$ cat config.mk
export PLATFORM = sky130hd
export DESIGN_NAME = exec_sequencer
export DESIGN_NICKNAME = d
export VERILOG_FILES = /design/src/rtl/exec_seq_pkg.sv /design/src/rtl/exec_sequencer_wait_counter.sv /design/src/rtl/exec_sequencer.sv
export SDC_FILE = /design/constraint.sdc
export NUM_CORES = 1
export LEC_CHECK = 0
export ABC_AREA = 1
export ABC_CLOCK_PERIOD_IN_PS = 1550
export CAP_MARGIN = 40
export CELL_PAD_IN_SITES_DETAIL_PLACEMENT = 0
export CELL_PAD_IN_SITES_GLOBAL_PLACEMENT = 2
export CORE_ASPECT_RATIO = 1.25
export CORE_MARGIN = 2
export CORE_UTILIZATION = 21
export CTS_CLUSTER_DIAMETER = 40
export CTS_CLUSTER_SIZE = 25
export DETAILED_ROUTE_END_ITERATION = 10
export PLACE_DENSITY = 0.83
export RECOVER_POWER = 25
export SETUP_SLACK_MARGIN = 0.5
export SYNTH_ARGS = -nofsm -noshare
export SYNTH_HDL_FRONTEND = slang
export SYNTH_HIERARCHICAL = 1
export SYNTH_SLANG_ARGS = --single-unit
$ cat constraint.sdc
create_clock -name clock -period 1.55 [get_ports clock]
set_input_delay 0.465 -clock clock [delete_from_list [all_inputs] [get_ports clock]]
set_output_delay 0.465 -clock clock [all_outputs]
set_load 0.03 [all_outputs]
$ cat src/rtl/exec_seq_pkg.sv
// Shared types and constants for the execution sequencer: FSM state encoding,
// register-file load-source codes and the default halt instruction.
package exec_seq_pkg;

    typedef enum logic [2:0] {
        STOPPED = 3'd0,
        ARMED   = 3'd1,
        RUN     = 3'd2,
        READ    = 3'd3,
        WRITE   = 3'd4
    } state_t;

    localparam logic [1:0] LS_SELF = 2'b00;
    localparam logic [1:0] LS_ALU  = 2'b01;
    localparam logic [1:0] LS_MEM  = 2'b10;
    localparam logic [1:0] LS_STK  = 2'b11;

    localparam logic [15:0] DEFAULT_HALT_OPCODE = 16'h0300;

    function automatic int max_int(input int a, input int b);
        return (a > b) ? a : b;
    endfunction

endpackage

$ cat src/rtl/exec_sequencer_wait_counter.sv
// Loadable down-counter that stops at zero; paces the minimum length of each
// memory access phase.
module wait_counter #(
    parameter int WIDTH = 2
) (
    input  logic             clock,
    input  logic             reset,
    input  logic             i_load,
    input  logic [WIDTH-1:0] i_value,
    output logic             o_zero
);

    logic [WIDTH-1:0] r_count;
    logic             w_zero;

    assign w_zero = (r_count == '0);
    assign o_zero = w_zero;

    always_ff @(posedge clock or posedge reset) begin
        if (reset) begin
            r_count <= '0;
        end else if (i_load) begin
            r_count <= i_value;
        end else if (!w_zero) begin
            r_count <= r_count - 1'b1;
        end
    end

endmodule

$ cat src/rtl/exec_sequencer.sv
// Run/stop sequencer: gates PC advance and write-back source around
// multi-cycle memory reads/writes, with single-step and a retire counter.
module exec_sequencer
    import exec_seq_pkg::*;
#(
    parameter int                 INSTR_W     = 16,
    parameter int                 READ_WAIT   = 1,
    parameter int                 WRITE_WAIT  = 1,
    parameter logic [INSTR_W-1:0] HALT_OPCODE = INSTR_W'(DEFAULT_HALT_OPCODE),
    parameter int                 RETIRE_W    = 16
) (
    input  logic                clock,
    input  logic                reset,
    input  logic                user_clock,
    input  logic                step_mode,
    input  logic                stop_request,
    input  logic [INSTR_W-1:0]  instr,
    input  logic                needs_read,
    input  logic                needs_write,
    input  logic [1:0]          load_src_in,
    input  logic                mem_ready,
    output logic                pc_increment,
    output logic [1:0]          load_src_out,
    output logic                mem_read_req,
    output logic                mem_write_req,
    output logic                running,
    output logic [RETIRE_W-1:0] retire_count
);

    localparam int CNT_W = $clog2(max_int(READ_WAIT, WRITE_WAIT) + 1);
    localparam logic [CNT_W-1:0] READ_LOAD  = CNT_W'(READ_WAIT - 1);
    localparam logic [CNT_W-1:0] WRITE_LOAD = CNT_W'(WRITE_WAIT - 1);

    state_t              r_state;
    state_t              w_state_next;
    logic [RETIRE_W-1:0] r_retire_count;
    logic                w_halt;
    logic                w_done;
    logic                w_retire;
    logic                w_cnt_load;
    logic [CNT_W-1:0]    w_cnt_value;
    logic                w_cnt_zero;
    logic                w_read_req;
    logic                w_write_req;

    wait_counter #(
        .WIDTH (CNT_W)
    ) u_wait_counter (
        .clock   (clock),
        .reset   (reset),
        .i_load  (w_cnt_load),
        .i_value (w_cnt_value),
        .o_zero  (w_cnt_zero)
    );

    assign w_halt = stop_request | step_mode | (instr == HALT_OPCODE);
    assign w_done = w_cnt_zero & mem_ready;

    always_comb begin
        w_state_next = r_state;
        w_retire     = 1'b0;
        w_cnt_load   = 1'b0;
        w_cnt_value  = READ_LOAD;
        w_read_req   = 1'b0;
        w_write_req  = 1'b0;
        case (r_state)
            STOPPED: if (!user_clock) w_state_next = ARMED;
            ARMED:   if (user_clock)  w_state_next = RUN;
            RUN: begin
                if (needs_read) begin
                    w_cnt_load   = 1'b1;
                    w_state_next = READ;
                end else if (needs_write) begin
                    w_cnt_load   = 1'b1;
                    w_cnt_value  = WRITE_LOAD;
                    w_state_next = WRITE;
                end else begin
                    w_retire = 1'b1;
                end
            end
            READ: begin
                w_read_req = 1'b1;
                if (w_done) begin
                    if (needs_write) begin
                        w_cnt_load   = 1'b1;
                        w_cnt_value  = WRITE_LOAD;
                        w_state_next = WRITE;
                    end else begin
                        w_retire = 1'b1;
                    end
                end
            end
            WRITE: begin
                w_write_req = 1'b1;
                if (w_done) w_retire = 1'b1;
            end
            default: w_state_next = STOPPED;
        endcase
        // Halt sources are only honoured once the instruction has retired.
        if (w_retire) w_state_next = w_halt ? STOPPED : RUN;
    end

    always_ff @(posedge clock or posedge reset) begin
        if (reset) begin
            r_state        <= STOPPED;
            r_retire_count <= '0;
        end else begin
            r_state <= w_state_next;
            if (w_retire) r_retire_count <= r_retire_count + 1'b1;
        end
    end

    assign pc_increment  = w_retire;
    assign load_src_out  = w_retire ? load_src_in : LS_SELF;
    assign mem_read_req  = w_read_req;
    assign mem_write_req = w_write_req;
    assign running       = (r_state == RUN) || (r_state == READ) || (r_state == WRITE);
    assign retire_count  = r_retire_count;

endmodule
==> metrics.cfg <==
[drt]
wirelength_um = 4160
first_pass_iters = 4
vias_per_cell = 4.09
drtIter0Drc = 37
wl_met1_um = 1620
ant_nets = 0
vias = 1609
routed-wl-met3_um = 103
routed.top_layer = met4
drc_errors = 0
routedWlPerCell_um = 10.6
route.met2.wl_um = 2380

[yosys]
syn_inst = 208
synthTopCellsByArea = dfrtp_1, nand2_1, nor2_1
yosysTopAreaCellShare_pct = 36.2
ys_seq_area_share_pct = 36.2
yosysTopAreaCell = dfrtp_1
syn-mean-instance-area_um2 = 6.64
syn-num-nets = 235
synth_cell_types = 23
synth.cell_area_um2 = 1380
yosys_warnings = 6
ys_seq_elements = 20

[die]
rows = 33
start_util_pct = 21.3
chipWidth_um = 76.5
core_um2 = 6480
dieArea_um2 = 7250
ioPinCount = 48
die_y_um = 94.7

[place]
placed_cell_area_um2 = 2140
portBuffers = 47
dp_hpwl_um = 3090
dp_slack_ns = -0.581
place.gp.congestion = 0.767

[clock_tree]
clkLatencyLatePin_ns = 0.27
path_clk_slew_ns = 0.08
numCtsBuffers = 3
cts_tree = yes
cts_buffer_depth = 2
htreeDepth = 1
cts_root_buf = clkbuf_8
cts_sinks = 20

[cells_and_area]
final_nets = 334
finish.utilization_pct = 40.8
drive_gt1_share_pct = 46.7
syn2layout_area_growth_pct = 91.4
n_antenna_cell = 0
postLayoutCellArea_um2 = 2640

[timing]
tns_ns = -1.63
hold_violations = 0
setup_viol = 6
slew_headroom_pct = 64.4
fmaxAchievable_mhz = 539
finalCriticalPeriod_ns = 1.86
rsz0062_at_grt = yes
worst_slack_ns = -0.307
maxSlewViolCount = 0
post-route-period-util_pct = 120
fin_skew_ns = 0.00460
worstMarginPinSlew_ns = 0.534

[global_routing]
grt_pass1_vias = 1573
grt_pass1_wl_um = 6940
antenna_found_initial = 0
grt_overflow = 0
track_usage_pct = 12.0
grt_start_max_net_pins = 20

[critical_path]
r2r_end = retire_count[6]$_DFFE_PP0P_
crit_required_ns = 1.08
cp-start-kind = flop
endpoint_kind = primary output
max_stage_delay_ns = 0.41
cp_num_buf_inv = 3
worst-setup-path-type = reg -> out
critPathTopFamily = simple AND/OR/NAND/NOR gates
cp_slowest_cell = dfrtp_1
reg2reg_slack_ns = 0.01
cp_cell_sequence = buf_6 -> nor2_4 -> nand2_2 -> nand3_4 -> nand2_4 -> inv_6 -> buf_6
cp_data_arrival_time_ns = 1.39
ff2ff_path_depth = 9
worstReg2RegStart = r_state[1]$_DFFE_PP0P_
crit_top_cell = buf_6
cp_max_fo = 6
worst-path-stages = 7

[run_status]
status = finished, violations left
failed_checks = setup timing

[power_and_ir_drop]
pwr_density_cell_nw_per_um2 = 1370
ir_drop_mv = 0.815
leakage_nw = 1.25

[hold_path]
min_path_type = in -> async

[run]
drv_cap = 0

where the power goes:
| part | switching [mW] | total (mW) | leakage [nW] | internal, mW |
|---|---|---|---|---|
| sequential | 0.181 | 0.853 | 0.250 | 0.672 |
| combinational | 1.16 | 2.35 | 0.973 | 1.19 |
| clock | 0.192 | 0.419 | 0.0288 | 0.227 |
through the flow:
| stage | power (mW) | cells | hold slack [ns] |
|---|---|---|---|
| floorplan | 1.87 | 208 | 0.194 |
| global placement | 2.55 | 359 | 0.502 |
| detailed placement | 2.56 | 359 | 0.511 |
| CTS | 3.41 | 382 | 0.358 |
| global route | 3.87 | 393 | 0.497 |
| finish | 3.62 | 393 | 0.489 |
registers in the layout (all words and copies together) (netlist names):
name	count
u_wait_counter/r_count	1
r_state	3
retire_count	16
synthesized netlist by cell type:
cell type / count
nand3b_1: 3
o21ai_2: 3
nor2_1: 33
nand3_1: 15
conb_1: 1
buf_6: 3
nand2_1: 73
inv_2: 1
nand3_4: 1
nor2_4: 1
nor2_2: 1
xor2_1: 3
o21ai_1: 3
o21ai_0: 6
dfrtp_1: 20
nand2_2: 4
nand3_2: 1
inv_1: 25
and2_1: 1
a21oi_2: 1
nand4_1: 6
ha_1: 1
xnor2_1: 2
repair_timing:
item,in CTS,in global routing
hold buffers,0,0
gates resized for setup,77,17
pin swaps,19,7
setup buffers,19,11
setup endpoints to repair,41,41
gates cloned,0,0
final cells by class:
class                           instances  area, um2
Fill cell                             686       3840
Multi-Input combinational cell        159        930
Timing Repair Buffer                   97        927
Sequential cell                        20        515
Tap cell                               87        109
Inverter                               26        108
Clock buffer                            4       55.1
kinds of logic after synthesis:
| kind of cell | share of synthesized area [%] |
|---|---|
| DFF | 36.2 |
| buffers and inverters | 9.51 |
| and+or+nand+nor | 44.1 |
| other | 0.271 |
| AOI/OAI and AO/OA | 5.80 |
| adders and majority gates | 0.906 |
| xor gates and xnor gates | 3.17 |
layer usage:
| metal | GRT usage, % | vias up |
|---|---|---|
| met5 | 0 | - |
| met4 | 4.55 | 0 |
| met3 | 1.24 | 4 |
| met2 | 24.3 | 30 |
| met1 | 12.8 | 731 |
| li1 | - | 844 |
cell usage in the layout (no fill, tap or decap), drive strengths merged, types with 2 or more instances in the layout:
cell,count
nand2,77
nor2,35
nand3,17
nand3b,3
dfrtp,20
nand4,6
xnor2,2
xor2,3
dlygate4sd2,3
inv,25
buf,71
clkbuf,5
o21ai,12
clkdlybuf4s50,21
worst max path at each step:
stage,start,endpoint
2_1_floorplan,r_state[0]$_DFFE_PP0P_,load_src_out[0]
3_3_place_gp,needs_write,load_src_out[0]
3_5_place_dp,needs_write,load_src_out[1]
4_1_cts,r_state[2]$_DFFE_PP0P_,load_src_out[1]
5_1_grt,r_state[0]$_DFFE_PP0P_,load_src_out[1]
6_report,r_state[2]$_DFFE_PP0P_,load_src_out[1]
No activity file was read; power rests on OpenSTA's default activity.
==> edit, RTL diff (same flow settings) <==
Set the parameter `RETIRE_W` to 24 (it was 16).
--- a/src/rtl/exec_sequencer.sv
+++ b/src/rtl/exec_sequencer.sv
@@ -8,5 +8,5 @@
     parameter int                 WRITE_WAIT  = 1,
     parameter logic [INSTR_W-1:0] HALT_OPCODE = INSTR_W'(DEFAULT_HALT_OPCODE),
-    parameter int                 RETIRE_W    = 16
+    parameter int                 RETIRE_W    = 24
 ) (
     input  logic                clock,
Ports: changed (resized retire_count); port bits go from 48 to 56. The function was not compared with the original's and may differ.
==> edit against the original RTL <==
The run still ends with negative setup slack left. Setup slack got worse by 0.0044 ns. Hold slack lost 0.013 ns. Sequential cell count rose by 8. Die area rose by 30%. Combinational power down 11%. Non-clock buffer count rose by 15. Design area increased by 25%. Synthesized area is 32% higher. Routed wire length up 31%. Total power up 0.70%. Largest cell class unchanged.
==> edit: results (changes against the original RTL) <==
Post-detail-place hpwl - 3840 um (was 3090 um)
Worst path max stage delay - 0.24 ns (was 0.41 ns)
Most frequent cells after synthesis - nand2_1, nor2_1, dfrtp_1, inv_1, nand3_1 (was nand2_1, nor2_1, inv_1)
DR WL met3 - 239 um (was 103 um)
Nets - 399 (was 334)
Clock-cell share of area - 2.16% (was 2.08%)
Slew headroom - 52.7% (was 64.4%)
Setup WS pre-CTS - -0.592 ns (was -0.581 ns)
Met2 usage - 21.4% (was 24.3%)
Crit Path Max Fanout - 4 (was 6)
Register area share after synthesis - 38.6% (was 36.2%)
Syn Area/Cell - 7.04 um^2 (was 6.64 um^2)
Gates resized, CTS repair - 50 (was 77)
Peak supply drop - 0.489 mV (was 0.815 mV)
Placed cell count - 427 (was 359)
Status - finished, violations left (unchanged)
First-pass GRT wire length - 8980 um (was 6940 um)
Post-synth cell types - 29 (was 23)
Synth Net Count - 285 (was 235)
Post-Synth XOR/XNOR Area - 7.16% (was 3.17%)
R2R Setup Slk - -0.10 ns (was 0.01 ns)
Area share of buffers outside the clock network - 33.9% (was 35.1%)
Final WS setup - -0.311 ns (was -0.307 ns)
CP endpoint - load_src_out[1] (unchanged)
Max reg flops - 24 (was 16)
Non-clk invs - 32 (was 26)
Setup violators final - 29 (was 6)
GRT met3 Usage - 2.21% (was 1.24%)
Met1 Routed Length - 2350 um (was 1620 um)
Repair and plain buffers - 112 (was 97)
Via/cell ratio - 4.17 (was 4.09)
Setup TNS - -2.86 ns (was -1.63 ns)
Met1 GRT Util - 14.8% (was 12.8%)
Port Buffers - 55 (was 47)
Final Wtd Congestion - 0.768 (was 0.767)
Largest net degree at the start of global routing - 28 (was 20)
Post-CTS setup buffer count - 26 (was 19)
Worst-Skew Late Latency - 0.29 ns (was 0.27 ns)
Final Skew - 0.0157 ns (was 0.00460 ns)
#FFs+latches synth - 28 (was 20)
DR iter-0 viols - 58 (was 37)
Failing checks - negative setup slack (unchanged)
Cells after synthesis - 258 (was 208)
Post-DP Area - 0.00269 mm^2 (was 0.00214 mm^2)
Comb_multi_in - 195 (was 159)
WL final - 5440 um (was 4160 um)
GRT Overall Usage - 11.9% (was 12.0%)
# fillers - 880 (was 686)
Leakage - 1.57 nW (was 1.25 nW)
Reg2reg end - retire_count[16] (was retire_count[6])
P_sw - 1.38 mW (was 1.54 mW)
Met2 WL - 2810 um (was 2380 um)
[edit: cell count changes in the layout (fill, tap and decap cells not counted), sizes merged, moves of 2 or more]
cell / change
inv: +5
buf: +12
dfrtp: +8
nor2: +5
nand2: +26
o21ai: -9
nor3: +3
xnor2: +8
nand4: -2
nand3b: -2
nand3: +5
[edit: power by group through the flow]
stage	logic (mW)	registers [mW]	clock network [mW]
floorplan	0.798	1.09	0
global placement	1.44	0.989	0
detailed placement	1.45	0.995	0
CTS	1.88	0.978	0.614
finish	2.08	0.976	0.596
global route	2.24	0.994	0.649
[edit: metrics by stage]
stage                     hold WS, ns  total power, mW  utilization, %
after floorplan                 0.194             1.89               -
after global placement          0.486             2.43            32.2
after detailed placement        0.482             2.44            32.2
after CTS                       0.334             3.47            37.8
after global routing            0.483             3.89            39.6
final                           0.476             3.65            39.6
[edit: critical path, delay by kind of cell]
| family | cells | cell delay [ns] |
|---|---|---|
| buffers and inverters | 4 | 0.49 |
| AND/OR/NAND/NOR | 4 | 0.44 |
